`config.mk`:
```
export PLATFORM = sky130hd
export DESIGN_NAME = forwarding_scoreboard
export DESIGN_NICKNAME = d
export VERILOG_FILES = /design/src/rtl/forwarding_scoreboard.sv
export SDC_FILE = /design/constraint.sdc
export NUM_CORES = 1
export LEC_CHECK = 0
export BUFFER_PORTS_ARGS = -buffer_cell sky130_fd_sc_hd__buf_4
export CAP_MARGIN = 20
export CORE_ASPECT_RATIO = 1.75
export CORE_MARGIN = 5
export CORE_UTILIZATION = 58
export CTS_BUF_LIST = sky130_fd_sc_hd__clkbuf_16
export DETAILED_ROUTE_END_ITERATION = 12
export PLACE_DENSITY = 0.83
export SYNTH_ARGS = -nofsm -noshare
export SYNTH_HDL_FRONTEND = slang
export SYNTH_SLANG_ARGS = --single-unit
```
`constraint.sdc`:
```
create_clock -name clk -period 4.4 [get_ports clk]
set_clock_uncertainty 0.1 [all_clocks]
set_input_delay 0.44 -clock clk [delete_from_list [all_inputs] [get_ports clk]]
set_output_delay 0.44 -clock clk [all_outputs]
set_load 0.02 [all_outputs]
```
`src/rtl/forwarding_scoreboard.sv`:
```
// Pipeline forwarding scoreboard: tracks in-flight writers, selects forwarding sources, flags load-use.
// Optional registered stall counter output stall_cnt is enabled by defining FWD_STALL_COUNT_EN.
module forwarding_scoreboard #(
    parameter int unsigned NUM_SRC = 2,
    parameter int unsigned DEPTH   = 3,
    parameter int unsigned REG_AW  = 5
) (
    input  logic                      clk,
    input  logic                      rst,
    input  logic                      issue_valid,
    input  logic [NUM_SRC*REG_AW-1:0] issue_src,
    input  logic [REG_AW-1:0]         issue_rd,
    input  logic                      issue_regwrite,
    input  logic                      issue_is_load,
    input  logic                      flush,
    output logic                      stall,
    output logic [NUM_SRC*3-1:0]      fwd_sel
`ifdef FWD_STALL_COUNT_EN
    ,
    output logic [15:0]               stall_cnt
`endif
);

    if (DEPTH < 2 || DEPTH > 7) begin : gBadDepth
        $error("forwarding_scoreboard: DEPTH must be in 2..7");
    end

    logic [DEPTH-1:0]       validQ;
    logic [DEPTH-1:0]       regwriteQ;
    logic [DEPTH-1:0]       isLoadQ;
    logic [REG_AW-1:0]      rdQ [DEPTH];

    logic [NUM_SRC-1:0]     opHit;
    logic [2:0]             opStage [NUM_SRC];
    logic                   loadUse;
    logic                   issueOk;
    logic [NUM_SRC*3-1:0]   fwdSelD;
    logic [NUM_SRC*3-1:0]   fwdSelQ;

    // Descending scan so the youngest matching stage is the one left standing.
    always_comb begin : matchLogic
        loadUse = 1'b0;
        for (int i = 0; i < NUM_SRC; i++) begin
            opHit[i]   = 1'b0;
            opStage[i] = 3'd0;
            for (int k = DEPTH - 1; k >= 0; k--) begin
                if (validQ[k] && regwriteQ[k] && (rdQ[k] != '0) &&
                    (rdQ[k] == issue_src[i*REG_AW +: REG_AW])) begin
                    opHit[i]   = 1'b1;
                    opStage[i] = 3'(k);
                end
            end
            if (opHit[i] && (opStage[i] == 3'd0) && isLoadQ[0]) begin
                loadUse = 1'b1;
            end
        end
    end

    assign stall   = ~rst & issue_valid & ~flush & loadUse;
    assign issueOk = issue_valid & ~flush & ~stall;

    // Select k+1 names the producer's stage at issue time; the oldest stage writes the
    // register file this cycle, so its value is read normally.
    always_comb begin : selLogic
        fwdSelD = '0;
        if (issueOk) begin
            for (int i = 0; i < NUM_SRC; i++) begin
                if (opHit[i] && (opStage[i] != 3'(DEPTH - 1))) begin
                    fwdSelD[i*3 +: 3] = opStage[i] + 3'd1;
                end
            end
        end
    end

    always_ff @(posedge clk or posedge rst) begin : entryRegs
        if (rst) begin
            validQ    <= '0;
            regwriteQ <= '0;
            isLoadQ   <= '0;
            fwdSelQ   <= '0;
            for (int k = 0; k < DEPTH; k++) begin
                rdQ[k] <= '0;
            end
        end else begin
            validQ    <= {validQ[DEPTH-2:0], issueOk};
            regwriteQ <= {regwriteQ[DEPTH-2:0], issue_regwrite};
            isLoadQ   <= {isLoadQ[DEPTH-2:0], issue_is_load};
            fwdSelQ   <= fwdSelD;
            rdQ[0]    <= issue_rd;
            for (int k = 1; k < DEPTH; k++) begin
                rdQ[k] <= rdQ[k-1];
            end
        end
    end

    assign fwd_sel = fwdSelQ;

`ifdef FWD_STALL_COUNT_EN
    logic [15:0] stallCntQ;

    always_ff @(posedge clk or posedge rst) begin : stallCounter
        if (rst) begin
            stallCntQ <= '0;
        end else if (stall && (stallCntQ != 16'hFFFF)) begin
            stallCntQ <= stallCntQ + 16'd1;
        end
    end

    assign stall_cnt = stallCntQ;
`endif

endmodule
```
# [Word-level counts from Yosys, hierarchy flattened]
# Cells that the tools add are included.
[classes] n_eq_ne=8 add_sub_neg=2 bitwise=8 n_reduce_logical=23 mux=17
[op_table] op="$eq A5 B5 Y1" n=6
[op_table] op="$logic_and A1 B1 Y1" n=18
[op_table] op="$mux W3" n=6
[op_table] op="$reduce_bool A5 Y1" n=3
[op_table] op="$mux W1" n=8
[op_table] op="$add A3 B1 Y3 const B" n=2
[op_table] op="$logic_not A3 Y1" n=2
[op_table] op="$mux W6" n=1
[op_table] op="$ne A3 B2 Y1 const B" n=2
[op_table] op="$and A1 B1 Y1" n=5
[op_table] op="$mux W2" n=2
[op_table] op="$not A1 Y1" n=3
[word_totals] input_bits=21 out_inout_bits=7 word_cells=65 regBits=28

# [Longest topological paths before layout]
[depth] word_depth=15 depth_mapped=11 depth_no_buf=10

# [Least setup slack after synthesis]
# OpenSTA, ideal clock, no wires.
[synth_path] path_kind="register to register" startpoint="reg rdQ[6] (netlist bit)" endpoint="reg fwdSelQ[3], in the netlist fwd_sel[3]" path_stages_with_launch=11 required_time_ns=4.189 setup_time_ns=0.111 slack_ns=1.609 arrival_ns=2.579 period_less_slack_ns=2.791 path_cell_list="dfrtp_1 -> or4_1 -> o211ai_2 -> or4_4 -> nand2_1 -> or2_2 -> ha_1 -> and2_1 -> or2_2 -> clkbuf_1 -> a2111oi_2"
[synth_between] elab_chain_len=14 word_cells_on_any_way=30 cone_classes="add/sub: 1; eq/ne: 3; mux: 12; bitwise: 3; reduce/logical: 11"
[synth_lines] item="start: declaration" line="31" source="logic [REG_AW-1:0] rdQ [DEPTH];"
[synth_lines] item="start signal: indexed assignment" line="91" source="rdQ[k] <= rdQ[k-1];"
[synth_lines] item="$reduce_bool A5 Y1" line="47" source="if (validQ[k] && regwriteQ[k] && (rdQ[k] != '0) &&"
[synth_lines] item="$logic_and A1 B1 Y1 (2 in series)" line="47"
[synth_lines] item="$mux W3 (2 in series)" line="47"
[synth_lines] item="$logic_not A3 Y1" line="53" source="if (opHit[i] && (opStage[i] == 3'd0) && isLoadQ[0]) begin"
[synth_lines] item="$logic_and A1 B1 Y1 (2 in series)" line="53"
[synth_lines] item="$mux W1 (2 in series)" line="53"
[synth_lines] item="$and A1 B1 Y1" line="59" source="assign stall = ~rst & issue_valid & ~flush & loadUse;"
[synth_lines] item="$not A1 Y1" line="60" source="assign issueOk = issue_valid & ~flush & ~stall;"
[synth_lines] item="$and A1 B1 Y1" line="60"
[synth_lines] item="$mux W6 (*)" line="66" source="if (issueOk) begin"
[synth_lines] item="net fwdSelD[3]" line="37" source="logic [NUM_SRC*3-1:0] fwdSelD;"
[synth_lines] item="end signal: assignment" line="88" source="fwdSelQ <= fwdSelD;"
[synth_lines] item="end: declaration" line="38" source="logic [NUM_SRC*3-1:0] fwdSelQ;"
# Mark *: on every way through the listed nets, which the timed path passes. The rest lies on a longest branch.

# [Worst setup path in the final report]
[layout_path] startpoint="reg rdQ[8] (netlist bit)" endpoint="out stall"
[layout_between] elab_chain_len=11 word_cells_on_any_way=23 cone_classes="eq/ne: 2; mux: 10; bitwise: 1; reduce/logical: 10"
[layout_lines] item="$reduce_bool A5 Y1" line="47"
[layout_lines] item="$logic_and A1 B1 Y1 (2 in series)" line="47"
[layout_lines] item="$mux W3 (2 in series)" line="47"
[layout_lines] item="$logic_not A3 Y1" line="53"
[layout_lines] item="$logic_and A1 B1 Y1 (2 in series)" line="53"
[layout_lines] item="$mux W1" line="53"
[layout_lines] item="$mux W1 (*)" line="53"
[layout_lines] item="$and A1 B1 Y1 (*)" line="59"
[layout_lines] item="end: declaration" line="16" source="output logic stall,"
# Every way passes the cells marked *; elsewhere a longest branch is shown, timed or not.

==> flow_summary_export.csv <==
group,metric,value,unit
run_status,outcome,"finished clean",
global_routing,maximum_number_of_pins_on_one_net_before_global_route_repair,29,
finish,layout.cells.most_common_list,"dfrtp_1 (28), buf_4 (27), xnor2_1 (16)",
critical_path,rr_startpoint,"rdQ[6]$_DFF_PP0_",
timing,report.final.hold_viol_count,0,
synth,yosys_warnings,0,
timing,tightestPinTransition,0.770,ns
critical_path,worst-path-max-fanout,4,
floorplanning,die_height,75.6,microns
cts,tritoncts,"done",
cts,post_cts_buffers,0,
cts,clock_path_buffers,2,
synth,synth_async_sr_flop_share,1.00,
finish,area.growth.synth_to_final,23.6,%
floorplanning,fp.coreArea,2330,sq um
routing,totalWireLength,3030,microns
place,dpl.cell_count,168,
critical_path,r2r_end,"fwd_sel[3]$_DFF_PP0_",
routing,routed_wire_length_per_instance,17.5,microns
critical_path,critical_path.n_buffers_inverters,2,
cts,tritoncts.num_buffers,3,
routing,post-route-drc-count,0,
synth,synth.net_count,144,
flow_run,max_cap_violations,0,
critical_path,worst_ep_required_time,3.86,ns
synth,post_synthesis_sequential_area_ratio,0.491,
routing,antenna_left,0,
global_routing,grt_antenna_before_repair,0,
cts,clockRootBuffer,"clkbuf_16",
worst_hold_path,worstHoldPathType,"input port to asynchronous set/reset pin",
synth,mapped_cell_area,1430,sq um
floorplanning,floorplan.initialDensity,0.612,
finish,antenna_cells_inserted,0,
synth,syn-instance-count,117,
critical_path,end_kind,"output port",
floorplanning,die-area,3590,sq um
routing,routed-via-count,991,
place,place.port_buffers,27,
finish,fillCellCount,159,
finish,post_route_cells_drive_above_1_share,0.277,
timing,rsz_0062_raised_after_global_routing,"false",
cts,clock_latency,0.26,ns
cts,cts.clk_slew.worst_paths,0.06,ns
timing,fin_crit_sh,0.734,
critical_path,reg2regPathDepth,9,
global_routing,grt.overflow.total,0,
critical_path,critical_path.startpoint,"rdQ[8]$_DFF_PP0_",
timing,final_setup_violations,0,
cts,clkSinkCount,28,
pwr,power.density,314,nW/um^2
critical_path,critPathMaxStageDelay,0.67,ns
timing,max_slew_headroom,0.482,
cts,h_tree_levels,1,
routing,drtIter0Drc,12,
routing,dr.pass1.iters,4,
critical_path,worstPathArrival,2.69,ns
floorplanning,site_rows,23,
timing,max_freq,0.310,GHz
synth,ys_seq_elements,28,
critical_path,crit_chain,"or4_1 > o211ai_2 > nor4_1 > nor2b_1 > inv_1 > ha_1 > nand2_1 > o2bb2ai_1 > buf_4",
synth,yosys.cell_types.count,34,
timing,report.final.slew_viol_count,0,
critical_path,start_kind,"flop",
synth,synth_top_flop_cell,"dfrtp_1",
timing,period_needed,3.23,ns
pwr,maximum_vdd_drop,0.274,mV
cts,holdBufCountCts,0,
critical_path,critPathTopFamily,"simple AND/OR/NAND/NOR gates",
place,dp.final_hpwl,2420,microns
place,gp_routability_congestion,0.920,
floorplanning,die_width,47.5,microns
finish,finish.cell_count_without_fillers,173,
finish,nNetsFinal,176,
synth,postSynthAreaPerCell,12.2,sq um
global_routing,number_of_global_route_vias_before_repair,1129,
floorplanning,floorplan.io_pins,28,
timing,timing.setup.tns,0,ns
global_routing,globalRouteTotalUtil,0.208,
critical_path,ff2ff_setup_slack,1.40,ns
synth,synth_enable_flop_cells,0,
cts,postCtsResizedCells,0,
global_routing,global_route_wire_length_before_repair,5120,microns
critical_path,critical_path_class,"flop to output port",
routing,avgViaCountPerCell,5.73,
critical_path,timing.critical_path.slowest_stage_cell,"nor4_1",
finish,final_common_cell,"dfrtp_1",
pwr,static_leak,0.794,nW
==> final cells by class <==
type	count	area (sq um)	area share
Clock inverter	1	3.75	0.00213
Multi-Input combinational cell	85	711	0.403
Tap cell	25	31.3	0.0177
Sequential cell	28	701	0.397
Inverter	3	11.3	0.00639
Clock buffer	3	75.1	0.0426
Timing Repair Buffer	28	230	0.131
==> routing by layer <==
layer  wire length, microns  vias to the layer above  GRT usage
met5                      0                        -          0
met4                    130                        0      0.111
met3                    144                       11     0.0426
met2                   1760                       29      0.375
met1                   1000                      472      0.211
li1                       -                      479          -
==> Yosys cell counts, types with 3 or more instances <==
cell type  instances  area (sq um)
dfrtp_1           28           701
xnor2_1           16           140
xor2_1            14           123
ha_1               6          75.1
nand3_1            5          25.0
inv_1              3          11.3
nand2_1            3          11.3
nor2_1             3          11.3
==> how the worst max path moves through the flow <==
stage | slack, ns | to | cells past startpoint
6_report | 1.17 | stall | 9
5_1_grt | 0.94 | stall | 9
4_1_cts | 1.19 | stall | 9
3_5_place_dp | 1.42 | fwd_sel[2]$_DFF_PP0_ | 11
3_3_place_gp | 1.44 | fwd_sel[3]$_DFF_PP0_ | 9
2_1_floorplan | 1.61 | fwd_sel[3]$_DFF_PP0_ | 10
==> sequential cells by signal, indices dropped and copies added (netlist names) <==
register,count
fwd_sel,6
isLoadQ,1
rdQ,15
regwriteQ,3
validQ,3
==> where the power goes <==
group / total, W / internal [W] / switching, W
clock: 0.000205 / 0.000122 / 0.0000835
combinational: 0.0000666 / 0.0000358 / 0.0000308
sequential: 0.000282 / 0.000269 / 0.0000128
total: 0.000554 / 0.000426 / 0.000127
==> cells by family after synthesis <==
group,count (synthesis),share of synthesized area
fa+ha+maj,6,0.0526
xor+xnor,30,0.184
simple gates,40,0.193
buf+inv,4,0.0105
flops,28,0.491
compound gates,9,0.0684
==> worst reg2reg max path, delay by kind of cell (launching register included) <==
kind,cells,cell delay (ns)
compound gates,2,0.53
simple gates,6,1.64
flops,1,0.43
fa+ha+maj,1,0.19
==> stage by stage <==
| stage | power (W) | area, sq um | utilization | hold WS (ns) | setup slack (ns) |
|---|---|---|---|---|---|
| 4_1_cts | 0.000551 | 1740 | 0.744 | 0.181 | 1.19 |
| 2_1_floorplan | 0.000319 | 1430 | - | 0.271 | 1.61 |
| 6_report | 0.000554 | 1760 | 0.756 | 0.00606 | 1.17 |
| 3_5_place_dp | 0.000350 | 1660 | 0.711 | 0.282 | 1.42 |
| 5_1_grt | 0.000577 | 1760 | 0.756 | 0.0144 | 0.942 |
| 3_3_place_gp | 0.000348 | 1660 | 0.711 | 0.282 | 1.44 |
(Power assumes the default switching activity.)
